**config.mk**
```make
export PLATFORM = sky130hd
export DESIGN_NAME = svc_axil_cfg_seq
export DESIGN_NICKNAME = d
export VERILOG_FILES = /design/src/rtl/svc_axil_pkg.sv /design/src/rtl/svc_axil_cfg_seq.sv
export SDC_FILE = /design/constraint.sdc
export NUM_CORES = 1
export LEC_CHECK = 0
export CORE_MARGIN = 3
export CORE_UTILIZATION = 43
export DETAILED_ROUTE_END_ITERATION = 10
export PLACE_DENSITY = 0.86
export SLEW_MARGIN = 20
export SYNTH_ARGS = -nofsm -noshare
export SYNTH_HDL_FRONTEND = slang
export SYNTH_SLANG_ARGS = --single-unit
```
**constraint.sdc**
```tcl
create_clock -name clk -period 6.55 [get_ports clk]
set_clock_uncertainty 0.15 [all_clocks]
set_input_delay 1.6375 -clock clk [delete_from_list [all_inputs] [get_ports clk]]
set_output_delay 1.6375 -clock clk [all_outputs]
set_load 0.005 [all_outputs]
```
**src/rtl/svc_axil_pkg.sv**
```systemverilog
// Shared AXI-lite definitions: response encodings and the sequencer failure-cause enum.
package svc_axil_pkg;

    localparam logic [1:0] AXIL_RESP_OKAY   = 2'b00;
    localparam logic [1:0] AXIL_RESP_SLVERR = 2'b10;
    localparam logic [1:0] AXIL_RESP_DECERR = 2'b11;

    typedef enum logic [1:0] {
        ERR_NONE     = 2'b00,
        ERR_BRESP    = 2'b01,
        ERR_RRESP    = 2'b10,
        ERR_MISMATCH = 2'b11
    } err_code_t;

endpackage

```
**src/rtl/svc_axil_cfg_seq.sv**
```systemverilog
// AXI-lite master that writes a table of (address, data) entries after a start pulse,
// optionally reading each entry back, and stops at the first failure.
module svc_axil_cfg_seq
    import svc_axil_pkg::*;
#(
    parameter int N               = 4,
    parameter int AXIL_ADDR_WIDTH = 16,
    parameter int AXIL_DATA_WIDTH = 32,
    parameter int AXIL_STRB_WIDTH = AXIL_DATA_WIDTH / 8,
    parameter int VERIFY          = 0,
    localparam int IDX_W          = $clog2(N) | 1
) (
    input  logic                         clk,
    input  logic                         rst_n,
    input  logic                         start,
    input  logic [N*AXIL_ADDR_WIDTH-1:0] cfg_addr,
    input  logic [N*AXIL_DATA_WIDTH-1:0] cfg_data,
    output logic                         busy,
    output logic                         done,
    output logic                         err,
    output logic [IDX_W-1:0]             err_idx,
    output logic [1:0]                   err_code,
    output logic [1:0]                   err_resp,
    output logic [AXIL_ADDR_WIDTH-1:0]   m_axil_awaddr,
    output logic                         m_axil_awvalid,
    input  logic                         m_axil_awready,
    output logic [AXIL_DATA_WIDTH-1:0]   m_axil_wdata,
    output logic [AXIL_STRB_WIDTH-1:0]   m_axil_wstrb,
    output logic                         m_axil_wvalid,
    input  logic                         m_axil_wready,
    input  logic [1:0]                   m_axil_bresp,
    input  logic                         m_axil_bvalid,
    output logic                         m_axil_bready,
    output logic [AXIL_ADDR_WIDTH-1:0]   m_axil_araddr,
    output logic                         m_axil_arvalid,
    input  logic                         m_axil_arready,
    input  logic [AXIL_DATA_WIDTH-1:0]   m_axil_rdata,
    input  logic [1:0]                   m_axil_rresp,
    input  logic                         m_axil_rvalid,
    output logic                         m_axil_rready
);

    typedef enum logic [2:0] {
        IDLE, WR, WR_RESP, RD, RD_RESP, FIN
    } state_t;

    localparam int TAB_SIZE = 2 ** IDX_W;

    // Unpacked view of the table, padded to a power of two so idx needs no range guard.
    logic [AXIL_ADDR_WIDTH-1:0] addr_tab [TAB_SIZE];
    logic [AXIL_DATA_WIDTH-1:0] data_tab [TAB_SIZE];

    genvar gi;
    generate
        for (gi = 0; gi < TAB_SIZE; gi++) begin : g_tab
            if (gi < N) begin : g_used
                assign addr_tab[gi] = cfg_addr[gi*AXIL_ADDR_WIDTH +: AXIL_ADDR_WIDTH];
                assign data_tab[gi] = cfg_data[gi*AXIL_DATA_WIDTH +: AXIL_DATA_WIDTH];
            end else begin : g_pad
                assign addr_tab[gi] = '0;
                assign data_tab[gi] = '0;
            end
        end
    endgenerate

    state_t                     state_reg, state_next;
    logic [IDX_W-1:0]           idx_reg, idx_next;
    logic                       awvalid_reg, awvalid_next;
    logic                       wvalid_reg, wvalid_next;
    logic                       arvalid_reg, arvalid_next;
    logic [AXIL_ADDR_WIDTH-1:0] awaddr_reg, awaddr_next;
    logic [AXIL_DATA_WIDTH-1:0] wdata_reg, wdata_next;
    logic [AXIL_ADDR_WIDTH-1:0] araddr_reg, araddr_next;
    logic                       err_reg, err_next;
    logic [IDX_W-1:0]           err_idx_reg, err_idx_next;
    err_code_t                  err_code_reg, err_code_next;
    logic [1:0]                 err_resp_reg, err_resp_next;

    logic                       advance;
    logic                       fail;
    err_code_t                  fail_code;
    logic [1:0]                 fail_resp;
    logic                       last_entry;

    assign last_entry = (idx_reg == IDX_W'(N - 1));

    always_comb begin
        state_next    = state_reg;
        idx_next      = idx_reg;
        awvalid_next  = awvalid_reg;
        wvalid_next   = wvalid_reg;
        arvalid_next  = arvalid_reg;
        awaddr_next   = awaddr_reg;
        wdata_next    = wdata_reg;
        araddr_next   = araddr_reg;
        err_next      = err_reg;
        err_idx_next  = err_idx_reg;
        err_code_next = err_code_reg;
        err_resp_next = err_resp_reg;
        advance       = 1'b0;
        fail          = 1'b0;
        fail_code     = ERR_NONE;
        fail_resp     = AXIL_RESP_OKAY;

        case (state_reg)
            IDLE: begin
                if (start) begin
                    idx_next      = '0;
                    err_next      = 1'b0;
                    err_idx_next  = '0;
                    err_code_next = ERR_NONE;
                    err_resp_next = AXIL_RESP_OKAY;
                    awaddr_next   = addr_tab[0];
                    wdata_next    = data_tab[0];
                    awvalid_next  = 1'b1;
                    wvalid_next   = 1'b1;
                    state_next    = WR;
                end
            end
            WR: begin
                // AW and W complete independently; a valid drops right after its own handshake.
                if (awvalid_reg && m_axil_awready) awvalid_next = 1'b0;
                if (wvalid_reg && m_axil_wready)   wvalid_next  = 1'b0;
                if (!awvalid_next && !wvalid_next) state_next   = WR_RESP;
            end
            WR_RESP: begin
                if (m_axil_bvalid) begin
                    if (m_axil_bresp != AXIL_RESP_OKAY) begin
                        fail      = 1'b1;
                        fail_code = ERR_BRESP;
                        fail_resp = m_axil_bresp;
                    end else if (VERIFY != 0) begin
                        araddr_next  = addr_tab[idx_reg];
                        arvalid_next = 1'b1;
                        state_next   = RD;
                    end else begin
                        advance = 1'b1;
                    end
                end
            end
            RD: begin
                if (m_axil_arready) begin
                    arvalid_next = 1'b0;
                    state_next   = RD_RESP;
                end
            end
            RD_RESP: begin
                if (m_axil_rvalid) begin
                    if (m_axil_rresp != AXIL_RESP_OKAY) begin
                        fail      = 1'b1;
                        fail_code = ERR_RRESP;
                        fail_resp = m_axil_rresp;
                    end else if (m_axil_rdata != data_tab[idx_reg]) begin
                        fail      = 1'b1;
                        fail_code = ERR_MISMATCH;
                    end else begin
                        advance = 1'b1;
                    end
                end
            end
            FIN: begin
                state_next = IDLE;
            end
            default: begin
                state_next = IDLE;
            end
        endcase

        if (advance) begin
            if (last_entry) begin
                state_next = FIN;
            end else begin
                idx_next     = idx_reg + 1'b1;
                awaddr_next  = addr_tab[idx_next];
                wdata_next   = data_tab[idx_next];
                awvalid_next = 1'b1;
                wvalid_next  = 1'b1;
                state_next   = WR;
            end
        end

        if (fail) begin
            err_next      = 1'b1;
            err_idx_next  = idx_reg;
            err_code_next = fail_code;
            err_resp_next = fail_resp;
            state_next    = FIN;
        end
    end

    always_ff @(posedge clk or negedge rst_n) begin
        if (!rst_n) begin
            state_reg    <= IDLE;
            idx_reg      <= '0;
            awvalid_reg  <= 1'b0;
            wvalid_reg   <= 1'b0;
            arvalid_reg  <= 1'b0;
            awaddr_reg   <= '0;
            wdata_reg    <= '0;
            araddr_reg   <= '0;
            err_reg      <= 1'b0;
            err_idx_reg  <= '0;
            err_code_reg <= ERR_NONE;
            err_resp_reg <= AXIL_RESP_OKAY;
        end else begin
            state_reg    <= state_next;
            idx_reg      <= idx_next;
            awvalid_reg  <= awvalid_next;
            wvalid_reg   <= wvalid_next;
            arvalid_reg  <= arvalid_next;
            awaddr_reg   <= awaddr_next;
            wdata_reg    <= wdata_next;
            araddr_reg   <= araddr_next;
            err_reg      <= err_next;
            err_idx_reg  <= err_idx_next;
            err_code_reg <= err_code_next;
            err_resp_reg <= err_resp_next;
        end
    end

    assign busy           = (state_reg != IDLE) && (state_reg != FIN);
    assign done           = (state_reg == FIN);
    assign err            = err_reg;
    assign err_idx        = err_idx_reg;
    assign err_code       = err_code_reg;
    assign err_resp       = err_resp_reg;
    assign m_axil_awaddr  = awaddr_reg;
    assign m_axil_awvalid = awvalid_reg;
    assign m_axil_wdata   = wdata_reg;
    assign m_axil_wstrb   = '1;
    assign m_axil_wvalid  = wvalid_reg;
    assign m_axil_bready  = (state_reg == WR_RESP);
    assign m_axil_araddr  = araddr_reg;
    assign m_axil_arvalid = arvalid_reg;
    assign m_axil_rready  = (state_reg == RD_RESP);

endmodule

```
# Word level (Yosys, flattened, before mapping)
# Cells that the tools add are included.
# totals
register_bits	64
output_inout_bits	83
wordCells	115
# op_classes
add_sub_neg	1
magnitude_cmp	2
n_eq_ne	12
mux	73
bitwise	2
reduce_logical	15
# ops
cell	count
$mux W32	8
$bmux W32 S3	2
$mux W16	6
$bmux W16 S3	1
$mux W3	13
$ne A32 B32 Y1	1
$mux W1	25
$mux W2	11
$ne A4 B4 Y1 const B	3
$pmux W3 S4	1
$eq A3 B2 Y1 const B	3
$ge A4 B4 Y1 const B	2
$not A3 Y4	2
$pmux W1 S2	4
$pmux W2 S2	2
$reduce_bool A2 Y1	4
$eq A3 B3 Y1 const B	2
$logic_and A1 B1 Y1	4
$reduce_and A4 Y1	1
$add A3 B1 Y3 const B	1
$eq A3 B1 Y1 const B	1
$logic_not A3 Y1	1
$ne A3 B1 Y1 const B	1
$ne A3 B3 Y1 const B	1
other kinds (4)	5

# Depth between registers and ports, before layout
# Gate-level depths: netlist of run 1.
# depth
word_depth	11
depth_mapped	12
depth_no_buf	8

# Worst setup path after synthesis of run 1
# No wires, ideal clock.
# synth_timing
path_type	in2reg
startpoint	input cfg_data[108]
endpoint	register state_reg[2]
t_arrival_ps	3457
required_time_ps	6281
slack_ps	2824
path_stages	10
n_path_buf	2
path_cell_list	mux4_2 -> nor4b_1 -> a22oi_1 -> a22oi_1 -> nand4_1 -> nor2_1 -> a31oi_1 -> buf_6 -> buf_6 -> a21bo_1
# synth_via
elab_chain_len	10
elab_cells_between_ends	19
# synth_rtl
item	line_no	text
start: declaration	svc_axil_cfg_seq.sv:17	input logic [N*AXIL_DATA_WIDTH-1:0] cfg_data,
$bmux W32 S3 *	svc_axil_cfg_seq.sv:153	end else if (m_axil_rdata != data_tab[idx_reg]) begin
$mux W32 (not written as such) * (2 in a row)	svc_axil_cfg_seq.sv:153	
$ne A32 B32 Y1 *	svc_axil_cfg_seq.sv:153	
$mux W1	svc_axil_cfg_seq.sv:153	
$mux W1	svc_axil_cfg_seq.sv:149	if (m_axil_rresp != AXIL_RESP_OKAY) begin
$mux W1	svc_axil_cfg_seq.sv:148	if (m_axil_rvalid) begin
$pmux W1 S2	svc_axil_cfg_seq.sv:105	case (state_reg)
$ne A4 B4 Y1 (no source line), or another cell as far along	-	
$reduce_and A4 Y1 (no source line) or $mux W3 (tied branches)	-	
end signal: assignment	svc_axil_cfg_seq.sv:206	state_reg <= state_next;
end: declaration	svc_axil_cfg_seq.sv:66	state_t state_reg, state_next;
# Mark *: on every way between the ends. The rest lies on a longest branch, timed or not. The select of a mux whose other input is x is not followed.
# A chain may end at the register's enable or synchronous reset.

# Final worst setup path of run 1
# layout_timing
startpoint	input cfg_data[20]
endpoint	register wdata_reg[12] (netlist: m_axil_wdata[12])
# layout_via
elab_chain_len	9
# layout_rtl
item	line_no	text
$bmux W32 S3	svc_axil_cfg_seq.sv:153	
$mux W32 (not written as such) (2 in a row)	svc_axil_cfg_seq.sv:153	
$ne A32 B32 Y1	svc_axil_cfg_seq.sv:153	
$mux W1	svc_axil_cfg_seq.sv:153	
$mux W1	svc_axil_cfg_seq.sv:149	
$mux W1	svc_axil_cfg_seq.sv:148	
$pmux W1 S2	svc_axil_cfg_seq.sv:105	
$mux W32	svc_axil_cfg_seq.sv:169	if (advance) begin
net wdata_next[12]	svc_axil_cfg_seq.sv:72	logic [AXIL_DATA_WIDTH-1:0] wdata_reg, wdata_next;
end signal: assignment	svc_axil_cfg_seq.sv:212	wdata_reg <= wdata_next;
end: declaration	svc_axil_cfg_seq.sv:72	
# The timed path passes the listed nets, and every way through them passes these cells. The select of a mux whose other input is x is not followed.

==> metrics.txt, run 1 <==
run status finished clean; htree depth 3; CP peak stage delay 700 ps; number of flip-flops in the largest register 32; Synth Register Bits 64; final wirelength 22260 um; total clock sinks 64; WL per Instance 22.28 um; Max Slew Vio Count 0; global routing's busiest layer met2; ANT cells 0; Slowest cell on crit path buf_4; Final Critical Period 4882 ps; critical path data arrival time 4960 ps; DPL Wire Length between 15000 and 20000 um; met2 Use GR 0.4667; placed cells 984; antenna violations before repair 0; Fmax ~200 MHz; YS warnings 0; PD cells 308.6 nW/um^2; most common cell after layout, fill and taps aside clkdlybuf4s50_1; die span in x between 100 and 150 um; Max-slew headroom 0.3173; WP depth 10; CP Capture Type register; post-CTS sizing 0; DR iter-0 viols between 300 and 400; crit path to m_axil_wdata[12]; first-pass GRT wire length between 30000 and 40000 um; R2R depth 10; clock root cell clkbuf_16; Critical Path RT 6630 ps; Setup Viol. Count Final 0; RR Endpoint m_axil_wdata[12]; CTS tree done; Crit Path Category in2reg; GR Util All Layers 0.2704; Seq/Total Area, Yosys 0.2586; total of max-cap violations 0; Synth cell types between 40 and 50; average footprint of a synthesized cell 11.26 um^2; reg2reg start idx_reg[0]; pin count of the biggest net entering global routing 65; synth top area cells mux4_2 (29%), dfrtp_1 (26%), mux2i_1 (17%); GP Congestion 0.8751; crit-path cells clkdlybuf4s50_1 > mux4_2 > nor4b_1 > a41oi_1 > a32oi_1 > nand4_1 > nor2_1 > a31oi_4 > buf_4 > mux2i_1; initial core utilization 0.4427; nets@finish 1053; fin crit share 0.7453; number of synthesized flops with an enable pin 0; Util after Layout 0.6744; LEAKAGE 3.948 nW; drt drc 0; CP Launch Type input pin; remaining global-route overflow 0; Worst Tran Pin Value 1024 ps; postcts setup bufs 0; area of the multi-input gates around 4300 um^2; Syn-to-layout area delta 52.35%; Netlist Area Pre-Place 6192 um^2; vias after detailed routing 5896; Vias/cell just under 6; Final Hold Vio Count 0; row count 43; critical path buffer and inverter count 2; CP delay by family, top buffers and inverters; most frequent cells in the layout clkdlybuf4s50_1 (296), mux2i_1 (103), mux4_2 (80), nand2_1 (75), dfrtp_1 (62); Hold WC Path Type reg2reg; FFs w/ async S/R, synth 1.000; core region area 13990 um^2; setup TNS 0 ps; filler instances 1038; Final ANT Viol Nets 0; Gate Count Post-Synth 550; non-filler instance count after layout 999; CTS buffer count 9; RSZ-0062 raised after global routing no; Most used DFF post-synth dfrtp_1; Peak VDD IR approximately 0.22 mV; GRT met1 Usage 0.3202; origin of the worst setup path cfg_data[20]; vias in the first global route 6261; crit-path max FO between 40 and 50; CTS Hold Bufs 0; Skew-Pair Late Insertion Delay between 300 and 400 ps; met3 usage 0.06404; Yosys top cell by area mux4_2; Synth top area share 0.2910; layout cells sized above 1 0.1331; die height 126 um; input/output buffers 297; FF+latch area 1607 um^2; Max Buffers Root-to-Sink 2; router iterations before antenna repair 5; setup slack, reg-to-reg 2130 ps; Die Area 15880 um^2; Clock Pin Slew Worst Setup and Hold Paths 50 ps; I/O pins between 300 and 400
==> metrics by stage <==
stage	total power, mW	setup slack, ps	area [um^2]	hold WS, ps
after global routing	3.076	1526	9434	371.8
after global placement	2.370	1453	9140	317.5
after CTS	2.926	1682	9429	350.2
after floorplan	1.676	2824	6264	324.1
after detailed placement	2.432	1347	9140	334.0
final	2.912	1668	9434	346.4
==> metal layers <==
layer / wire (um) / up-vias
met5: 0 / -
met4: 922 / 0
met3: 1804 / 55
met2: 11300 / 296
met1: 8235 / 2935
li1: - / 2610
==> worst reg2reg max path: stages (launching register included) <==
cell,delay (ps)
dfrtp_4,920
buf_12,400
mux4_2,600
nor4b_1,170
a21oi_1,180
a22oi_1,100
nand4_1,120
nor2_1,100
a31oi_4,510
buf_4,710
mux2i_1,360
==> cells by family after synthesis <==
logic type / Yosys count / synth area share
AOI/OAI and AO/OA: 53 / 0.05718
xor gates and xnor gates: 17 / 0.02404
adders and majority gates: 2 / 0.004041
buffers and inverters: 71 / 0.06688
DFF: 64 / 0.2586
muxes: 183 / 0.4575
other: 2 / 0.001213
and+or+nand+nor: 158 / 0.1305
==> Yosys cell counts (all sizes together) (2+ instances only) <==
cell,count
mux2i,103
mux4,80
nand2,75
dfrtp,64
buf,46
o21ai,25
nor2,22
clkbuf,19
xnor2,17
nand2b,12
nand4,12
nor4b,10
nor3b,8
a41oi,7
nand3b,7
a32oi,6
inv,6
a22oi,5
nor3,3
a21o,2
a21oi,2
conb,2
ha,2
or2,2
==> final cells by class <==
class	count	share of cell area
inverter	6	0.002387
tap	180	0.02387
clock inverter	3	0.004509
sequential	64	0.1703
clock buffer	12	0.02613
multi-input combinational	434	0.4542
timing repair buffer	300	0.3186
==> worst min path at each step <==
stage | start | endpoint | slack (ps) | cells past startpoint
2_1_floorplan | err | err | 320 | 1
3_3_place_gp | err | err | 320 | 1
3_5_place_dp | err | err | 330 | 1
4_1_cts | err | err | 350 | 1
5_1_grt | err | err | 370 | 1
6_report | err | err | 350 | 1
==> power breakdown <==
group | leakage, nW | internal [mW] | total [mW] | switching, mW
combinational | 3.04 | 1.01 | 1.67 | 0.655
clock | 0.139 | 0.303 | 0.481 | 0.179
sequential | 0.770 | 0.582 | 0.762 | 0.180
total | 3.95 | 1.90 | 2.91 | 1.01
No activity file was read; power rests on OpenSTA's default activity.
==> run 2, diff against run 1 <==
--- a/config.mk
+++ b/config.mk
@@ -6,9 +6,9 @@
 export NUM_CORES = 1
 export LEC_CHECK = 0
 export CORE_MARGIN = 3
-export CORE_UTILIZATION = 43
+export CORE_UTILIZATION = 41
 export DETAILED_ROUTE_END_ITERATION = 10
-export PLACE_DENSITY = 0.86
+export PLACE_DENSITY = 0.82
 export SLEW_MARGIN = 20
 export SYNTH_ARGS = -nofsm -noshare
 export SYNTH_HDL_FRONTEND = slang
==> constraint.sdc (replaced) <==
create_clock -name clk -period 4.7 [get_ports clk]
set_clock_uncertainty 0.15 [all_clocks]
set_input_delay 1.175 -clock clk [delete_from_list [all_inputs] [get_ports clk]]
set_output_delay 1.175 -clock clk [all_outputs]
set_load 0.005 [all_outputs]
==> run 2 against run 1 <==
Critical path depth stayed put. Cell count is 1.0% higher. Design area is 0.45% higher.
==> metrics.txt, run 2 (synthesized netlist as in run 1, its figures left out) <==
remaining global-route overflow 0 (unchanged); most common cell after layout, fill and taps aside clkdlybuf4s50_1; post-CTS sizing 0 (unchanged); input/output buffers 297 (unchanged); I/O pins 319 (unchanged); most frequent cells in the layout clkdlybuf4s50_1 (296), mux2i_1 (103), mux4_2 (80), nand2_1 (75), dfrtp_1 (62); Post-Place Setup Slack 531.2 ps (-815.3 ps); pin count of the biggest net entering global routing 65 (unchanged); crit-path max FO 44 (+2.3%); overall power 4.025 mW (+38%); Max-slew headroom 0.3218 (+0.004510); Syn-to-layout area delta 53.04%; Crit Path Category in2reg; placed cells 992 (+0.81%); Fmax 261.6 MHz; LEAKAGE 3.975 nW (+0.66%); DPL Wire Length 16890 um (-0.80%); CP Capture Type register; CTS buffer count 9 (unchanged); Util after Layout 0.6471 (-0.02729); vias in the first global route 6213 (-0.77%); nets@finish 1057 (+0.38%); final instance area 9477 um^2 (+0.45%); RSZ-0062 raised after global routing no; GR Util All Layers 0.2590 (-0.01144); CP peak stage delay 590 ps (-110 ps); critical path data arrival time 3890 ps (-1070 ps); Hold WC Path Type reg2reg; die height 128.9 um (+2.3%); CTS Hold Bufs 0 (unchanged); row count 44 (+2.3%); Max Slew Vio Count 0 (unchanged); number of flip-flops in the largest register 32 (unchanged); min setup slack post-route 876.7 ps (-791.5 ps); die span in x 128.9 um (+2.3%); htree depth 3 (unchanged); PD cells 424.7 nW/um^2 (+38%); GP Congestion 0.8500 (-2.9%); initial core utilization 0.4228 (-0.01982); clock root cell clkbuf_16; Max Buffers Root-to-Sink 2 (unchanged); setup TNS 0 ps (unchanged); Slowest cell on crit path mux4_2; Critical Path RT 4760 ps (-1870 ps); Final ANT Viol Nets 0 (unchanged); postcts setup bufs 0 (unchanged); Vias/cell 5.786 (-2.0%); placement-stage cell area 9188 um^2 (+0.52%); Clock Pin Slew Worst Setup and Hold Paths 50 ps (about the same); Final Hold Vio Count 0 (unchanged); filler instances 1122 (+8.1%); layout cells sized above 1 0.1383 (+0.005260); Setup Viol. Count Final 0 (unchanged); CP Launch Type input pin; antenna violations before repair 1 (+1); router iterations before antenna repair 5 (unchanged); Peak VDD IR 0.2507 mV (+12%); crit-path cells clkdlybuf4s50_1 > mux4_2 > nor4b_2 > a21oi_1 > a22oi_1 > nand4_1 > nor2_1 > a31oi_4 > buf_12 > a21bo_1; CTS tree done; run status finished clean; first-pass GRT wire length 33220 um (-1.7%); non-filler instance count after layout 1009 (+1.0%); core region area 14640 um^2 (+4.7%); vias after detailed routing 5838 (-0.98%); Final Critical Period 3823 ps; total of max-cap violations 0 (unchanged); Die Area 16610 um^2 (+4.6%); total clock sinks 64 (unchanged); Fin Hold WS 340.6 ps (-5.807 ps); drt drc 0 (unchanged); final wirelength 21870 um (-1.8%); Skew-Pair Late Insertion Delay 320 ps (about the same); fin crit share 0.8135; DR iter-0 viols 359 (-6.0%); WL per Instance 21.67 um (-2.8%); Worst Tran Pin Value 1017 ps (-6.764 ps)
[run 2: cell types whose count changed in the layout (fill, tap and decap cells not counted), sizes merged]
cell and delta:
clkbuf +2, bufinv -1, diode +1, buf +4
[run 2: critical path: cells and delay by family]
kind / cells / cell delay [ps]
simple gates: 3 / 710
compound gates: 4 / 680
buf+inv: 2 / 660
mux: 1 / 590
[run 2: routing by layer]
layer | vias to the layer above | track usage | part of all wire
met4 | 0 | 0.1044 | 0.034
met3 | 41 | 0.05604 | 0.072
met1 | 2892 | 0.3038 | 0.37
li1 | 2623 | - | -
met5 | - | 0 | 0
met2 | 282 | 0.4601 | 0.52
[run 2: final cells by class]
type,count,area [um^2],share of cell area
Clock inverter,2,12.51,0.001320
Multi-Input combinational cell,434,4280,0.4517
Inverter,6,22.52,0.002377
Tap cell,184,230.2,0.02429
Timing Repair Buffer,304,3048,0.3216
Sequential cell,64,1607,0.1695
Antenna cell,1,2.502,0.0002641
Clock buffer,14,274.0,0.02891
[run 2: report_power, final]
group          switching (mW)  total [mW]  internal (mW)
sequential              0.222        1.03          0.812
combinational           0.929        2.35           1.42
clock                   0.245       0.644          0.400
[run 2: final timing paths]
| check | start | slack [ps] | endpoint | depth (start not counted) |
|---|---|---|---|---|
| max | cfg_data[9] | 880 | state_reg[2] | 10 |
| min | err | 340 | err | 1 |
| max reg2reg | idx_reg[0] | 950 | state_reg[2] | 10 |
| min reg2reg | err | 340 | err | 1 |
| max in group asynchronous | rst_n | 2950 | idx_reg[0] | 1 |
| min in group asynchronous | rst_n | 800 | m_axil_awaddr[0] | 1 |
==> run 3, diff against run 2 <==
==> constraint.sdc (replaced) <==
create_clock -name clk -period 3.8 [get_ports clk]
set_clock_uncertainty 0.15 [all_clocks]
set_input_delay 0.95 -clock clk [delete_from_list [all_inputs] [get_ports clk]]
set_output_delay 0.95 -clock clk [all_outputs]
set_load 0.005 [all_outputs]
==> run 3 against run 2 <==
Cell count is 1.1% higher. Sequential share of layout area is 0.23 points lower. Clock power is 21% higher. Utilization is 0.87 points higher. Critical path depth stayed put. Total power is 25% higher. Die area stayed put.
==> metrics.txt, run 3 (synthesized netlist as in run 1, its figures left out) <==
Clock Pin Slew Worst Setup and Hold Paths 50 ps (about the same); Max Slew Vio Count 0 (unchanged); Switching Fraction 0.3481 (+0.001278); CP delay by family, top multiplexers; CP Launch Type input pin; Worst Tran Pin Value 1006 ps (-10.84 ps); core region area 14640 um^2 (unchanged); most frequent cells in the layout clkdlybuf4s50_1 (296), mux2i_1 (103), mux4_2 (80), nand2_1 (75), dfrtp_1 (62); R2R depth 10 (unchanged); min-delay src err; initial core utilization 0.4228 (unchanged); Switch Pwr 1.745 mW (+25%); Skew-Pair Late Insertion Delay 330 ps (about the same); vias in the first global route 6413 (+3.2%); total of max-cap violations 0 (unchanged); Pint 3.268 mW (+24%); remaining global-route overflow 0 (unchanged); GP Congestion 0.8532 (+0.38%); Final Critical Period approximately 3600 ps; clock root cell clkbuf_16; I/O pins 319 (unchanged); Crit Path Category in2reg; die span in x 128.9 um (unchanged); Setup Viol. Count Final 0 (unchanged); setup TNS 0 ps (unchanged); final wirelength 22470 um (+2.7%); critical path buffer and inverter count 2 (unchanged); LEAKAGE 4.045 nW (+1.8%); input/output buffers 297 (unchanged); Post-Place Setup Slack -133.6 ps (-664.9 ps); WHS Path Cells 1 (unchanged); min setup slack post-route 164.1 ps (-712.6 ps); RSZ-0062 raised after global routing no; Fin Hold WS 361.1 ps (+20.52 ps); CTS buffer count 9 (unchanged); CTS tree done; reg2reg start idx_reg[0]; Util after Layout 0.6558 (+0.008715); Max-slew headroom 0.3291 (+0.007226); row count 44 (unchanged); sequential share of power 0.246 (-0.011); post-CTS sizing 0 (unchanged); postcts setup bufs 0 (unchanged); Vias/cell 5.829 (+0.75%); RR Endpoint m_axil_awaddr[11]; antenna violations before repair 1 (unchanged); run status finished clean; crit-path max FO 34 (-23%); DR iter-0 viols 371 (+3.3%); first-pass GRT wire length 34240 um (+3.1%); nets@finish 1069 (+1.1%); WL per Instance 22.03 um (+1.6%); Hold WC Path Type reg2reg; die height 128.9 um (unchanged); setup slack, reg-to-reg 350 ps (-600 ps); overall power 5.012 mW (+25%); drt drc 0 (unchanged); CP peak stage delay 600 ps (about the same); vias after detailed routing 5946 (+1.8%); Die Area 16610 um^2 (unchanged); number of flip-flops in the largest register 32 (unchanged); layout cells sized above 1 0.1509 (+0.01255); final instance area 9604 um^2 (+1.3%); DPL Wire Length 17840 um (+5.6%); Final ANT Viol Nets 0 (unchanged); hold endpoint err; filler instances 1139 (+1.5%); fin crit share 0.9568; Peak VDD IR 0.2457 mV (-2.0%); CTS Hold Bufs 0 (unchanged); htree depth 3 (unchanged); PD cells 521.9 nW/um^2 (+23%); Fmax 275.0 MHz; router iterations before antenna repair 5 (unchanged); critical path data arrival time 3730 ps (-160 ps); Critical Path RT 3890 ps (-870 ps); GR Util All Layers 0.2678 (+0.008863); clock group share of total power 0.156 (-0.004); pin count of the biggest net entering global routing 65 (unchanged); non-filler instance count after layout 1020 (+1.1%); CP Capture Type register; Slowest cell on crit path mux4_2; crit-path cells clkdlybuf4s50_1 > mux4_2 > nor4b_2 > a21oi_1 > a22oi_1 > nand4_1 > nor2_1 > a31oi_4 > buf_12 > mux2i_1; placed cells 1004 (+1.2%); total clock sinks 64 (unchanged); Comb pwr share 0.598 (+0.015); Syn-to-layout area delta 55.10%; placement-stage cell area 9328 um^2 (+1.5%); Max Buffers Root-to-Sink 2 (unchanged); Final Hold Vio Count 0 (unchanged); most common cell after layout, fill and taps aside clkdlybuf4s50_1
## run 3: cell types whose count changed in the layout (fill, tap and decap cells not counted), sizes merged
cell,previous run,this run
clkbuf,14,12
buf,8,20
clkinv,1,2
## run 3: how the worst max path moves through the flow
stage / start / endpoint / slack [ps] / depth (start not counted)
finish: cfg_data[105] / m_axil_awaddr[11] / 160 / 10
global route: cfg_data[15] / m_axil_awaddr[11] / 40 / 10
CTS: cfg_data[34] / idx_reg[2] / 210 / 10
detailed placement: cfg_data[41] / idx_reg[2] / -130 / 10
global placement: cfg_data[34] / idx_reg[2] / -3 / 10
floorplan: cfg_data[108] / state_reg[2] / 760 / 10
## run 3: layout make-up
cell class,instances,area [um^2],share of cell area
repair buffers,316,3188,0.3319
clock buffers,12,256.5,0.02671
multi-input cells,434,4280,0.4457
diodes,1,2.502,0.0002606
well taps,184,230.2,0.02397
inverters,6,22.52,0.002345
flip-flops and latches,64,1607,0.1673
clock inverters,3,17.52,0.001824
## run 3: power groups by stage
stage / sequential, mW / clock (mW) / combinational, mW
final: 1.23 / 0.781 / 3.00
after global routing: 1.28 / 0.831 / 3.22
after CTS: 1.23 / 0.794 / 3.02
after detailed placement: 1.24 / 0 / 3.01
after global placement: 1.22 / 0 / 2.92
after floorplan: 1.19 / 0 / 1.70
## run 3: per-layer routing
layer | track usage | part of all wire | up-vias
met5 | 0 | 0 | -
met4 | 0.1137 | 0.037 | 0
met3 | 0.05770 | 0.074 | 57
met2 | 0.4872 | 0.53 | 310
met1 | 0.3019 | 0.36 | 2936
li1 | - | - | 2643
